`src/rtl/flow_pkg.sv`:
```
// Shared constants, FSM state type and clamp helper for the flow-rate block.
// Build option: define FLOW_GLITCH_FILTER_EN to add the input stability filter.
package flow_pkg;

  localparam int FLOW_W   = 6;
  localparam int FLOW_MAX = 63;
  localparam int UNIT_W   = 7;

  localparam logic [UNIT_W-1:0] UNIT_MAX = 7'd63;
  localparam logic [UNIT_W-1:0] UNIT_SAT = 7'd64;

  typedef enum logic {
    IDLE    = 1'b0,
    MEASURE = 1'b1
  } flow_state_t;

  function automatic logic [FLOW_W-1:0] clamp_units(
    input logic [UNIT_W-1:0] units
  );
    if (units > UNIT_MAX) begin
      return FLOW_W'(FLOW_MAX);
    end
    return units[FLOW_W-1:0];
  endfunction

endpackage

```
`src/rtl/flow_pulse_sync.sv`:
```
// Sensor pulse conditioning: 2-flop synchronizer, optional stability filter
// (FLOW_GLITCH_FILTER_EN) and registered rising-edge detector.
module flow_pulse_sync (
  input  logic clk,
  input  logic rst,
  input  logic pulse_in,
  output logic edge_pulse
);

  logic sync_a;
  logic sync_b;

  // Two-stage synchronizer for the asynchronous sensor input.
  always_ff @(posedge clk) begin
    if (rst) begin
      sync_a <= 1'b0;
      sync_b <= 1'b0;
    end else begin
      sync_a <= pulse_in;
      sync_b <= sync_a;
    end
  end

`ifdef FLOW_GLITCH_FILTER_EN
  logic hist_a;
  logic hist_b;
  logic level;
  logic all_hi;
  logic all_lo;

  assign all_hi = sync_b & hist_a & hist_b;
  assign all_lo = ~(sync_b | hist_a | hist_b);

  // Level follows the input only after 3 equal samples; rise gives the edge.
  always_ff @(posedge clk) begin
    if (rst) begin
      hist_a     <= 1'b0;
      hist_b     <= 1'b0;
      level      <= 1'b0;
      edge_pulse <= 1'b0;
    end else begin
      hist_a     <= sync_b;
      hist_b     <= hist_a;
      edge_pulse <= all_hi & ~level;
      if (all_hi) begin
        level <= 1'b1;
      end else if (all_lo) begin
        level <= 1'b0;
      end
    end
  end
`else
  logic prev;

  // Rising edge of the synced level, registered to a one-cycle pulse.
  always_ff @(posedge clk) begin
    if (rst) begin
      prev       <= 1'b0;
      edge_pulse <= 1'b0;
    end else begin
      prev       <= sync_b;
      edge_pulse <= sync_b & ~prev;
    end
  end
`endif

endmodule

```
`src/rtl/flow_rate_counter.sv`:
```
// Gated pulse counter producing a saturating 6-bit L/min flow rate.
// Build option: FLOW_GLITCH_FILTER_EN enables the input stability filter.
module flow_rate_counter
  import flow_pkg::*;
#(
  parameter int GATE_CYCLES = 1000,
  parameter int PULSE_DIV   = 1
) (
  input  logic              clk,
  input  logic              rst,
  input  logic              enable,
  input  logic              pulse_in,
  output logic [FLOW_W-1:0] flow_rate,
  output logic              flow_valid,
  output logic              saturated
);

  localparam int GW = $clog2(GATE_CYCLES);
  localparam int PW = $clog2(PULSE_DIV + 1);

  localparam logic [GW-1:0] GATE_LAST = GW'(GATE_CYCLES - 1);
  localparam logic [PW-1:0] DIV_LAST  = PW'(PULSE_DIV - 1);

  flow_state_t state;
  flow_state_t next_state;

  logic              edge_pulse;
  logic [GW-1:0]     gate;
  logic [PW-1:0]     pre;
  logic [UNIT_W-1:0] units;
  logic [UNIT_W-1:0] units_nx;
  logic              run;
  logic              window_end;
  logic              pre_wrap;

  flow_pulse_sync u_sync (
    .clk        (clk),
    .rst        (rst),
    .pulse_in   (pulse_in),
    .edge_pulse (edge_pulse)
  );

  // FSM state register.
  always_ff @(posedge clk) begin
    if (rst) begin
      state <= IDLE;
    end else begin
      state <= next_state;
    end
  end

  // Next state: enable starts a run, any low sample aborts it.
  always_comb begin
    next_state = state;
    unique case (state)
      IDLE:    if (enable)  next_state = MEASURE;
      MEASURE: if (!enable) next_state = IDLE;
    endcase
  end

  // Run qualifier, window end and the unit count including this cycle's edge.
  always_comb begin
    run        = (state == MEASURE) && enable;
    window_end = run && (gate == GATE_LAST);
    pre_wrap   = edge_pulse && (pre == DIV_LAST);
    units_nx   = units;
    if (pre_wrap && (units != UNIT_SAT)) begin
      units_nx = units + 7'd1;
    end
  end

  // Gate, prescaler and unit counters; cleared outside a run and per window.
  always_ff @(posedge clk) begin
    if (rst || !run || window_end) begin
      gate  <= '0;
      pre   <= '0;
      units <= '0;
    end else begin
      gate  <= gate + 1'b1;
      units <= units_nx;
      if (pre_wrap) begin
        pre <= '0;
      end else if (edge_pulse) begin
        pre <= pre + 1'b1;
      end
    end
  end

  // Publish the finished window with a one-cycle strobe.
  always_ff @(posedge clk) begin
    if (rst) begin
      flow_rate  <= '0;
      saturated  <= 1'b0;
      flow_valid <= 1'b0;
    end else begin
      flow_valid <= window_end;
      if (window_end) begin
        flow_rate <= clamp_units(units_nx);
        saturated <= (units_nx > UNIT_MAX);
      end
    end
  end

endmodule

```
`config.mk`:
```
export PLATFORM = sky130hd
export DESIGN_NAME = flow_rate_counter
export DESIGN_NICKNAME = d
export VERILOG_FILES = /design/src/rtl/flow_pkg.sv /design/src/rtl/flow_pulse_sync.sv /design/src/rtl/flow_rate_counter.sv
export SDC_FILE = /design/constraint.sdc
export NUM_CORES = 1
export LEC_CHECK = 0
export CELL_PAD_IN_SITES_DETAIL_PLACEMENT = 1
export CELL_PAD_IN_SITES_GLOBAL_PLACEMENT = 2
export CORE_MARGIN = 2
export CORE_UTILIZATION = 31
export DETAILED_ROUTE_END_ITERATION = 16
export PLACE_DENSITY_LB_ADDON = 0.1
export SLEW_MARGIN = 5
export SYNTH_ARGS = -nofsm -noshare
export SYNTH_HDL_FRONTEND = slang
export SYNTH_SLANG_ARGS = --single-unit
```
`constraint.sdc`:
```
create_clock -name clk -period 1.7 [get_ports clk]
set_input_delay 0.17 -clock clk [delete_from_list [all_inputs] [get_ports clk]]
set_output_delay 0.17 -clock clk [all_outputs]
set_load 0.01 [all_outputs]
```
==> results.ini <==
[finish]
multi_input_area_um2 = 556.8
layout_commonest_cell = dfxtp_1
drive_gt1_share_pct = 10.49
postLayoutCellArea_um2 = 1473
final_nets = 151
fillers = 426
regArea_um2 = 620.6
area_growth_pct = 20.59
final_cell_mix = dfxtp_1, nor2_1, clkdlybuf4s50_1
diodes = 0

[yosys]
yosysSeqAreaShare_pct = 50.82
yosys_warnings = 0
synth.distinct_cells = 31
synth.top_cell.area_share_pct = 50.82
yosys.area.top_type = dfxtp_1
syn_nets = 132
yosys-top-cells-area = dfxtp_1, nor2_1, xnor2_1
ys.flop_type = dfxtp_1
syn_avg_cell_area_um2 = 9.769
synthCells = 125
synthArstFlopShare_pct = 0
synth-edff-count = 0
synth-seq-cells = 31
synthesis.area_um2 = 1221

[power]
p_leak_nw = 0.5306
powerDensity_nw_per_um2 = 863.0
design_power_total_mw = 1.271
irDropWorstVdd_v = 0.0005451

[floorplan]
io_pins = 12
die-area_um2 = 4458
coreArea_um2 = 3716
initial_core_util_pct = 32.86
num_rows = 22
die_h_um = 66.77
die_x_um = 66.77

[clock_network]
ctsResizeCount = 0
post_cts_buffers = 0
clkSlewWorstSetupHoldPaths_ps = 60
root_buffer = clkbuf_8
cts_tree = built
clk_latency_ps = 280
hold_buffers = 0
clockBufferDepth = 2
clock-sinks = 31
h-tree-depth = 2
cts_buffers = 5

[placement]
port_buffers = 11
placed_area_um2 = 1389
hpwl_um = 1833
globalplace.congestion = 0.7700

[critical_path]
critical_path.top_delay_family = simple AND/OR/NAND/NOR gates
path_cells = or3b_4 -> nor4_4 -> or3_1 -> buf_4 -> nor2_1
cp_data_required_time_ps = 1870
cp.arrival_ps = 1780
crit_path_start_kind = flip-flop
r2r_cells = 5
reg2reg_slack_ps = 90
crit_type = flip-flop to flip-flop
cp_max_fo = 10
timing.rr.end = gate[8]
cp_slowest_cell = or3b_4
worst_r2r_startpoint = gate[3]
crit_buf_inv = 1
slowest_delay_ps = 420
endpoint_kind = flip-flop

[route]
vias = 920
wire_per_inst_um = 12.70
ant_nets = 0
dr.first_iter.drc_count = 16
drt-pass1-iter-count = 4
vias_per_cell = 4.817
totalWireLength_um = 2425
remaining_drc_errors = 0

[worst_hold_path]
min-delay-start = u_sync.prev
whs_path_depth = 1
hold_path_end = u_sync.edge_pulse
hold_class = flip-flop to flip-flop

[grt]
antenna_found_initial = 0
track_usage_pct = 12.93
grt_pass1_wl_um = 4195
grt_pass1_vias = 919
grt_overflow = 0
grt_max_degree = 13

[sta]
worst_clock_skew_ps = 4.268
finalHoldViolCount = 0
finalSetupViolCount = 0
slew_headroom_pct = 75.80
worst_pin_slew_ps = 359.8
drv_slew = 0
setup_tns_ps = 0
rsz0062_at_grt = yes
fmax_mhz = 621.2
final.min_clock_period_ps = 1610
timing.final.crit_share_pct = 94.69

[run_status]
outcome = complete, no violations

[flow_run]
drv_cap = 0

[area by class of cell]
class | count | area share [%]
tap | 48 | 4.078
inverter | 4 | 1.020
clock buffer | 6 | 4.928
timing repair buffer | 16 | 10.03
multi-input combinational | 86 | 37.81
sequential | 31 | 42.14
[report_power, final]
| part | internal, mW | switching, mW |
|---|---|---|
| Combinational | 0.0158 | 0.0131 |
| Clock | 0.272 | 0.236 |
| Sequential | 0.732 | 0.00195 |
[per-layer routing]
layer	wire length (µm)	GRT usage, %	vias to the layer above	part of all wire [%]
met4	50	6.888	0	2.1
li1	-	-	455	-
met3	100	5.068	6	4.1
met2	1119	19.13	13	46
met1	1154	16.06	446	48
met5	0	0	-	0
[logic make-up after synthesis]
kind of cell	share of synthesized area (%)
AO/OA/AOI/OAI	8.401
XOR/XNOR	8.606
adder cells (fa/ha/maj)	3.074
buffers and inverters	4.507
flip-flops	50.82
multiplexers	0.8197
AND/OR/NAND/NOR	23.77
[registers in the layout (all words and copies together), names as in the netlist]
name / flops
u_sync.edge_pulse: 1
flow_valid: 1
saturated: 1
units: 7
gate: 10
state: 1
flow_rate: 6
u_sync.prev: 1
u_sync.sync_b: 1
u_sync.sync_a: 1
pre: 1
[how the worst max path moves through the flow]
| stage | slack (ps) | endpoint | start | cells past startpoint |
|---|---|---|---|---|
| floorplan | 0.1 | units[0] | gate[3] | 6 |
| global placement | 70 | saturated | units[0] | 5 |
| detailed placement | 40 | flow_rate[0] | enable | 5 |
| CTS | 40 | flow_rate[0] | units[0] | 6 |
| global route | -0.9 | gate[8] | gate[3] | 5 |
| finish | 90 | gate[8] | gate[3] | 5 |
[metrics by stage]
stage | util [%] | std cells | hold slack, ps | setup slack, ps
global route | 39.63 | 191 | 391.6 | -0.8986
detailed placement | 37.37 | 185 | 374.6 | 40.52
CTS | 39.33 | 191 | 383.0 | 38.29
floorplan | - | 125 | 249.1 | 0.1201
finish | 39.63 | 191 | 381.0 | 90.33
global placement | 37.37 | 185 | 373.0 | 68.28
[synth_stat cells (2+ instances only)]
cell and number:
dfxtp_1 31, nor2_1 19, a21oi_1 9, nor2b_1 7, xnor2_1 7, nand2_1 6
o21bai_1 6, xor2_1 5, inv_1 4, ha_1 3, nand3_1 3, nand4_1 3
nor3_1 3, or3_1 2
Note: power is estimated with default switching activity, not from simulation.
